--- src/rtl/uart_autobaud_pkg.sv ---
// uart_autobaud_pkg: shared FSM encoding and calibration constants for the auto-baud block.
package uart_autobaud_pkg;
    typedef enum logic [2:0] {IDLE, WAIT_HIGH, WAIT_EDGE, MEASURE, LOCKED} ab_state_t;
    localparam int CAL_EDGES = 5;
    localparam int CAL_SHIFT = 7;
    localparam int IDLE_HIGH_LEN = 16;
    localparam int DIV_W = 16;
endpackage

--- src/rtl/uart_baud_gen.sv ---
// uart_baud_gen: baud16 pulse generator, period equals the active divisor in clk cycles.
module uart_baud_gen
    import uart_autobaud_pkg::*;
(
    input  logic             clk,
    input  logic             rst,
    input  logic             use_manual,
    input  logic [DIV_W-1:0] manual_div,
    input  logic [DIV_W-1:0] meas_div,
    input  logic             meas_valid,
    output logic             baud16_en,
    output logic [DIV_W-1:0] div_out
);
    logic [DIV_W-1:0] cnt, prev_div;
    logic run, run_q, reload;
    assign div_out = use_manual ? manual_div : meas_div;
    assign run = use_manual ? manual_div >= DIV_W'(2) : meas_valid;
    // a fresh start or a new divisor restarts the count without emitting a pulse
    assign reload = !run_q || div_out != prev_div;
    always_ff @(posedge clk or posedge rst) begin
        if (rst) begin
            cnt       <= '0;
            prev_div  <= '0;
            run_q     <= 1'b0;
            baud16_en <= 1'b0;
        end else begin
            prev_div  <= div_out;
            run_q     <= run;
            baud16_en <= run && !reload && cnt == '0;
            cnt       <= !run ? '0 : (reload || cnt == '0) ? div_out - 1'b1 : cnt - 1'b1;
        end
    end
endmodule

--- src/rtl/uart_autobaud.sv ---
// uart_autobaud: measures the bit period from a 0x55 calibration character and drives a baud16 generator.
module uart_autobaud
    import uart_autobaud_pkg::*;
#(
    parameter int CNT_W = 23
) (
    input  logic             clk,
    input  logic             rst,
    input  logic             rx_in,
    input  logic             arm,
    input  logic             use_manual,
    input  logic [DIV_W-1:0] manual_div,
    output logic             baud16_en,
    output logic             locked,
    output logic             busy,
    output logic             err,
    output logic [DIV_W-1:0] div_out
);
    ab_state_t state, state_n;
    logic rx_s1, rx_s, rx_d, fall;
    logic [CNT_W-1:0] cnt, cnt_n, q;
    logic [2:0] edges, edges_n;
    logic [3:0] hi_cnt, hi_n;
    logic [DIV_W-1:0] meas_div, div_n;
    logic meas_valid, valid_n, err_n;
    assign fall = rx_d & ~rx_s;
    assign q = cnt >> CAL_SHIFT;
    assign locked = state == LOCKED;
    assign busy = state inside {WAIT_HIGH, WAIT_EDGE, MEASURE};
    always_ff @(posedge clk or posedge rst) begin
        if (rst) begin
            {rx_d, rx_s, rx_s1} <= 3'b111;
            state      <= IDLE;
            cnt        <= '0;
            edges      <= '0;
            hi_cnt     <= '0;
            meas_div   <= '0;
            meas_valid <= 1'b0;
            err        <= 1'b0;
        end else begin
            {rx_d, rx_s, rx_s1} <= {rx_s, rx_s1, rx_in};
            state      <= state_n;
            cnt        <= cnt_n;
            edges      <= edges_n;
            hi_cnt     <= hi_n;
            meas_div   <= div_n;
            meas_valid <= valid_n;
            err        <= err_n;
        end
    end
    always_comb begin
        state_n = state;
        cnt_n   = cnt;
        edges_n = edges;
        hi_n    = hi_cnt;
        div_n   = meas_div;
        valid_n = meas_valid;
        err_n   = err;
        if (arm) begin
            state_n = WAIT_HIGH;
            err_n   = 1'b0;
            edges_n = '0;
            hi_n    = '0;
        end else begin
            case (state)
                WAIT_HIGH: begin
                    hi_n = rx_s ? hi_cnt + 1'b1 : '0;
                    if (rx_s && hi_cnt == 4'(IDLE_HIGH_LEN - 1)) state_n = WAIT_EDGE;
                end
                WAIT_EDGE: if (fall) begin
                    state_n = MEASURE;
                    cnt_n   = CNT_W'(1);
                    edges_n = 3'd1;
                end
                MEASURE: begin
                    cnt_n   = cnt + 1'b1;
                    edges_n = fall ? edges + 1'b1 : edges;
                    // the fifth falling edge closes exactly eight bit periods
                    if (fall && edges == 3'(CAL_EDGES - 1)) begin
                        if (q >= CNT_W'(2)) begin
                            div_n   = DIV_W'(q);
                            valid_n = 1'b1;
                            state_n = LOCKED;
                        end else begin
                            err_n   = 1'b1;
                            state_n = IDLE;
                        end
                    end else if (cnt == '1) begin
                        err_n   = 1'b1;
                        state_n = IDLE;
                    end
                end
                default: ;
            endcase
        end
    end
    uart_baud_gen u_gen (
        .clk(clk),
        .rst(rst),
        .use_manual(use_manual),
        .manual_div(manual_div),
        .meas_div(meas_div),
        .meas_valid(meas_valid),
        .baud16_en(baud16_en),
        .div_out(div_out)
    );
endmodule

--- config.mk ---
export PLATFORM = sky130hd
export DESIGN_NAME = uart_autobaud
export DESIGN_NICKNAME = d
export VERILOG_FILES = /design/src/rtl/uart_autobaud_pkg.sv /design/src/rtl/uart_baud_gen.sv /design/src/rtl/uart_autobaud.sv
export SDC_FILE = /design/constraint.sdc
export NUM_CORES = 1
export LEC_CHECK = 0
export ABC_CLOCK_PERIOD_IN_PS = 7300
export CORE_UTILIZATION = 26
export DETAILED_ROUTE_END_ITERATION = 7
export PLACE_DENSITY = 0.47
export SLEW_MARGIN = 20
export SYNTH_ARGS = -nofsm -noshare
export SYNTH_HDL_FRONTEND = slang
export SYNTH_SLANG_ARGS = --single-unit
--- constraint.sdc ---
create_clock -name clk -period 7.3 [get_ports clk]
set_input_delay 1.46 -clock clk [delete_from_list [all_inputs] [get_ports clk]]
set_output_delay 1.46 -clock clk [all_outputs]
set_load 0.1 [all_outputs]
==> impl_metrics.json <==
{
  "power_frac_clock_pct": 36.6,
  "number_of_global_route_vias_before_repair": 3775,
  "cts-hold-fix-buffers": 0,
  "seq_power_share_pct": 42.1,
  "holdWs_ns": 0.359,
  "vdd_ir_drop_max_mv": 0.109,
  "first_pass_iters": 6,
  "grt_usage_pct": 14.4,
  "maxClockFrequency_ghz": 0.172,
  "hold_class": "flop to flop",
  "switching_share_pct": 32.1,
  "synthesis.area_per_instance_um2": 9.71,
  "routedWlPerCell_um": 16.5,
  "insertion_delay_ns": 0.35,
  "clkSlewWorstSetupHoldPaths_ns": 0.06,
  "critPathRequiredTime_ns": 7.57,
  "rows": 49,
  "worst_slew_margin_rel_pct": 31.4,
  "wl_um": 12600,
  "die_w_um": 138,
  "postCtsSetupRepairBufs": 0,
  "detailedPlacementHpwl_um": 9440,
  "fin_crit_sh_pct": 79.6,
  "synth_edf_count": 0,
  "yosysWarningCount": 0,
  "largest_net_degree_at_the_start_of_global_routing": 72,
  "fillerInstances": 1864,
  "critical_path_arrival_ns": 6.08,
  "num_vias": 3716,
  "post_synth_most_frequent_cells": "85 x sky130_fd_sc_hd__dfrtp_1, 44 x sky130_fd_sc_hd__nand2_1, 42 x sky130_fd_sc_hd__nor2_1",
  "critPathLaunchType": "input port",
  "tns_ns": 0,
  "synth.most_common_cell": "sky130_fd_sc_hd__dfrtp_1",
  "seq_area_um2": 2210,
  "power.share.combinational_pct": 21.3,
  "area_share_of_the_largest_cell_type_after_synthesis_pct": 44.5,
  "leakagePower_nw": 2.49,
  "clk_sinks": 88,
  "drt_first_iter_violations": 191,
  "cts_repair_resize_count": 0,
  "mappedNetlistNets": 518,
  "synth_async_sr_flop_share_pct": 100,
  "tightestPinTransition_ns": 1.03,
  "grt_first_pass_wirelength_um": 20300,
  "synth.largest_area_cell": "sky130_fd_sc_hd__dfrtp_1",
  "mappedNetlistArea_um2": 4780,
  "cts-root-to-sink-buffers": 2,
  "seq_area_frac_synth_pct": 46.2,
  "place_congestion": 0.893,
  "timing.final.crit_period_ns": 5.81,
  "power.density_cell_area_nw_per_um2": 245,
  "setup.worst_path.end_class": "flop",
  "number_of_antenna_cells_inserted": 0,
  "count_of_nets_after_finishing": 555,
  "synth_cell_type_count": 53,
  "antenna_found_initial": 0,
  "post_synthesis_instance_total": 492,
  "power.switching_mw": 0.450,
  "vias_per_cell": 4.87,
  "run_status": "complete, no violations",
  "placeableCoreArea_um2": 18000,
  "critical_path.max_fanout": 15,
  "setup_repair_after_global_routing_missed_its_margin": "no",
  "skew_final_ns": 0.00754,
  "final.setup.worst_slack_ns": 1.49,
  "ioPinCount": 41,
  "synthToLayoutAreaGrowth_pct": 19.7,
  "final-max-slew-violation-count": 0,
  "ys_ff_latch": 88,
  "final-hold-violation-count": 0,
  "drt_drc_violations_left": 0,
  "finalCoreUtilization_pct": 31.9,
  "gr-total-overflow": 0,
  "fin_total_pwr_mw": 1.40,
  "root_buffer": "sky130_fd_sc_hd__clkbuf_16",
  "initial_core_util_pct": 26.6,
  "route.antenna.remaining_nets": 0,
  "cts_htree_levels": 3,
  "synth_top_cells_by_area": "sky130_fd_sc_hd__dfrtp_1 45%, sky130_fd_sc_hd__xnor2_1 5.9%, sky130_fd_sc_hd__mux2_2 4.5%, sky130_fd_sc_hd__o21ai_0 3.8%, sky130_fd_sc_hd__nand2_1 3.5%",
  "tritoncts": "done",
  "tritoncts.num_buffers": 9,
  "critPathKind": "input port to flop",
  "max-cap-violations": 0,
  "port_buffers": 40,
  "fp.dieH_um": 138,
  "finalSetupViolations": 0,
  "dieArea_um2": 18900,
  "synth-main-ff-cell": "sky130_fd_sc_hd__dfrtp_1",
  "power_report.internal_total_mw": 0.953,
  "place_worst_setup_slack_ns": 1.16,
  "drive_gt1_share_pct": 11.4,
  "multi_input_gate_area_in_the_final_layout_um2": 2380
}
## metrics by stage
stage	cells	cell area (µm²)
3_3_place_gp	747	5400
4_1_cts	763	5720
2_1_floorplan	492	4780
5_1_grt	763	5720
3_5_place_dp	747	5400
6_report	763	5720
## worst max-delay path: stages
cell	delay, ns
sky130_fd_sc_hd__clkdlybuf4s50_1	0.74
sky130_fd_sc_hd__buf_4	0.37
sky130_fd_sc_hd__mux2i_2	0.46
sky130_fd_sc_hd__xnor2_1	0.16
sky130_fd_sc_hd__nor4_1	0.29
sky130_fd_sc_hd__nand4_1	0.24
sky130_fd_sc_hd__nand2b_1	0.40
sky130_fd_sc_hd__mux2i_1	0.26
sky130_fd_sc_hd__ha_1	0.38
sky130_fd_sc_hd__nor4b_1	0.69
sky130_fd_sc_hd__nand2_1	0.15
sky130_fd_sc_hd__xnor2_1	0.17
sky130_fd_sc_hd__nor2_1	0.07
sky130_fd_sc_hd__a211oi_2	0.20
## registers in the layout (all words and copies together) (netlist names), 3 cells and up
| name | flops |
|---|---|
| hi_cnt | 4 |
| u_gen.prev_div | 16 |
| meas_div | 16 |
| state | 3 |
| u_gen.cnt | 16 |
| cnt | 23 |
| edges | 3 |
## power groups by stage
stage	clock network (mW)	registers, mW	logic (mW)
5_1_grt	0.543	0.599	0.330
2_1_floorplan	0	0.581	0.228
6_report	0.513	0.591	0.300
3_5_place_dp	0	0.598	0.301
4_1_cts	0.529	0.589	0.302
3_3_place_gp	0	0.597	0.296
## cell type report
cell class / count / share of cell area, %
Multi-Input combinational cell: 360 / 41.6
Clock inverter: 3 / 1.14
Clock buffer: 13 / 4.55
Sequential cell: 88 / 38.6
Timing Repair Buffer: 44 / 7.39
Tap cell: 229 / 5.01
Inverter: 26 / 1.73
## cells in the final DEF (no fill, tap or decap), types with 11 or more instances in the layout
cell type / n
sky130_fd_sc_hd__clkdlybuf4s50_1: 37
sky130_fd_sc_hd__xnor2_1: 32
sky130_fd_sc_hd__nor3_1: 15
sky130_fd_sc_hd__nand2_1: 44
sky130_fd_sc_hd__nor2_1: 42
sky130_fd_sc_hd__inv_1: 25
sky130_fd_sc_hd__mux2_2: 19
sky130_fd_sc_hd__a21oi_1: 11
sky130_fd_sc_hd__dfrtp_1: 85
sky130_fd_sc_hd__o21ai_0: 36
sky130_fd_sc_hd__nor4_1: 18
sky130_fd_sc_hd__nand3_1: 22
sky130_fd_sc_hd__mux2i_1: 12
## per-layer routing
layer | track usage [%] | part of all wire, % | up-vias
li1 | - | - | 1811
met1 | 18.2 | 45 | 1830
met2 | 23.9 | 49 | 55
met3 | 2.50 | 3.0 | 20
met4 | 6.17 | 2.3 | 0
met5 | 0 | 0 | -
## cells by family (layout without fill, tap and decap cells)
kind of cell / Yosys count / count (layout) / share of synthesized area [%]
DFF: 88 / 88 / 46.2
buffers and inverters: 44 / 86 / 4.01
muxes: 39 / 39 / 9.79
xor gates and xnor gates: 41 / 41 / 7.51
AOI/OAI and AO/OA: 81 / 81 / 10.4
and+or+nand+nor: 194 / 194 / 20.9
adders and majority gates: 5 / 5 / 1.31
## worst paths after layout
| check | start | to | slack, ns | cells after the start |
|---|---|---|---|---|
| max | use_manual | u_gen.cnt[14] | 1.49 | 14 |
| min | rx_s1 | rx_s | 0.36 | 0 |
| max reg2reg | u_gen.cnt[8] | u_gen.cnt[14] | 3.08 | 12 |
| min reg2reg | rx_s1 | rx_s | 0.36 | 0 |
| max in group asynchronous | rst | u_gen.run_q | 4.69 | 3 |
| min in group asynchronous | rst | state[0] | 1.38 | 2 |
(Power assumes the default switching activity.)
==> RTL edit (config.mk and constraints unchanged) <==
`IDLE_HIGH_LEN`: 16 -> 8.
--- a/src/rtl/uart_autobaud_pkg.sv
+++ b/src/rtl/uart_autobaud_pkg.sv
@@ -4,5 +4,5 @@
     localparam int CAL_EDGES = 5;
     localparam int CAL_SHIFT = 7;
-    localparam int IDLE_HIGH_LEN = 16;
+    localparam int IDLE_HIGH_LEN = 8;
     localparam int DIV_W = 16;
 endpackage
Behaviour: no difference found for any inputs over 10 cycles, from zero or initial values and one cycle with rst high; that may be too few to reach the edited logic, so the function may still have changed.
==> RTL edit against the original RTL <==
Routed wire length down 4.2%; setup slack better by 0.033 ns; power down 4.6%; via count down 2.1%; final area down 0.24%; area after synthesis down 0.97%; fmax up 0.57%; sequential cell count unchanged; largest cell class unchanged.
==> RTL edit: results (changes against the original RTL) <==
| Metric | Value |
|---|---|
| Ranking of synthesized cells by area | `dfrtp_1 (45%), mux2_2 (4.5%), xnor2_1 (4.4%)` |
| R2R depth | `12 (unchanged)` |
| Initial antenna violation count | `0 (unchanged)` |
| Synthesis Warnings | `0 (unchanged)` |
| Hold crit path type | `reg -> reg` |
| 1st-iter DRT viols | `194 (+1.6%)` |
| Syn nets | `502 (-3.1%)` |
| H-tree levels | `3 (unchanged)` |
| Worst-Margin Slew | `1.02 ns (-0.00693 ns)` |
| IO buf count | `40 (unchanged)` |
| Pre-CTS setup slack | `1.17 ns (+0.0111 ns)` |
| Detailed-route wire length per cell | `16.2 um (-2.0%)` |
| Number of flip-flops under the largest register name | `23 (unchanged)` |
| Met1 GRT Util | `0.166 (-0.0164)` |
| Worst r2r src | `u_gen.cnt[3]` |
| M3 GR Usage | `0.0411 (+0.0161)` |
| Clk root buf | `clkbuf_16` |
| Netlist cell types | `60 (+13%)` |
| GRT Util Overall | `0.137 (-0.00632)` |
| Max Fclk | `173 MHz (+0.57%)` |
| Hold_ws | `0.357 ns (-0.00149 ns)` |
| Share of layout cells above drive strength 1 | `0.121 (+0.00669)` |
| Worst-Skew Late Latency | `0.35 ns (about the same)` |
| Cell leakage power | `2.45 nW (-1.3%)` |
| Met2 usage | `0.233 (-0.00609)` |
| Net count, final | `542 (-2.3%)` |
| Worst vdd ir | `0.110 mV (+1.3%)` |
| DR pass1 iterations | `4 (-2)` |
| Final Skew | `0.00622 ns (-0.00132 ns)` |
| Seq/Total Area, Yosys | `0.466 (+0.00451)` |
| Clock transition at path regs | `0.07 ns` |
| Met3 routed WL | `434 um (+13%)` |
| CP Data Arrival Time | `6.05 ns (-0.03 ns)` |
| Most frequent cells after synthesis | `dfrtp_1 (85), nand2_1 (52), o21ai_0 (37)` |
| Hold Path Cell Cnt | `0 (unchanged)` |
| Vias in the first global route | `3642 (-3.5%)` |
| Status | `finished, final reports clean` |
| Vias | `3639 (-2.1%)` |
| Gp weighted congestion | `0.866 (-3.0%)` |
| Global-route wire length before repair | `19400 um (-4.7%)` |
| Gr ovfl total | `0 (unchanged)` |
| Hold Path Sink | `rx_s` |
| Final-layout fill cell count | `1822 (-2.3%)` |
| Detailed placement HPWL | `8930 um (-5.5%)` |
| WL met1 | `5480 um (-4.5%)` |
| Flop-to-flop setup slack | `3.06 ns (-0.02 ns)` |
| Met2 wire length | `5950 um (-4.0%)` |
| Resized Gates After CTS | `0 (unchanged)` |
| Crit path max fanout | `16 (+1)` |
==> RTL edit: cell count changes after synthesis, moves of 4 or more <==
cell,delta
clkbuf_1,-6
o21ai_1,-4
nand2_1,+8
nor4_1,-5
and4_1,+4
inv_1,-8
nand3_1,-4
nor3_1,-5
xnor2_1,-8
nor2b_1,+4
a21oi_1,+5
xor2_1,+9
nor2_1,-6
==> RTL edit: cell families (layout without fill, tap and decap cells) <==
group	after synthesis	after routing	synth area share
compound gates	88	88	0.116
xor+xnor	42	42	0.0777
fa+ha+maj	5	5	0.0132
buf+inv	32	77	0.0307
flops	88	88	0.466
mux	35	35	0.0886
simple gates	186	186	0.208
==> RTL edit: cell type report <==
class,instances,share of cell area
multi-input cells,356,0.418
flip-flops and latches,88,0.386
repair buffers,43,0.0741
well taps,225,0.0493
clock buffers,10,0.0401
clock inverters,6,0.0202
inverters,18,0.0121
==> RTL edit: critical path, cell delays in order <==
cell and delay [ns]:
clkdlybuf4s50_1 0.95, buf_4 0.32, mux2_2 0.40, xor2_1 0.18, nor4_2 0.35, and4_1 0.29, o21ai_2 0.21, mux2i_1 0.24
ha_1 0.40, nand4bb_1 0.21, or4_1 0.50, nor2_1 0.14, xor2_1 0.15, nand2_1 0.08, a21oi_2 0.16
==> RTL edit: where the power goes <==
group / internal, W / switching [W]
combinational: 0.0000866 / 0.000168
sequential: 0.000516 / 0.0000305
clock: 0.000337 / 0.000201
==> RTL edit: through the flow <==
stage	std cells	area [um^2]	total power (W)
2_1_floorplan	476	4730	0.000740
3_3_place_gp	730	5360	0.000807
3_5_place_dp	730	5360	0.000812
4_1_cts	746	5710	0.00136
5_1_grt	746	5710	0.00140
6_report	746	5710	0.00134
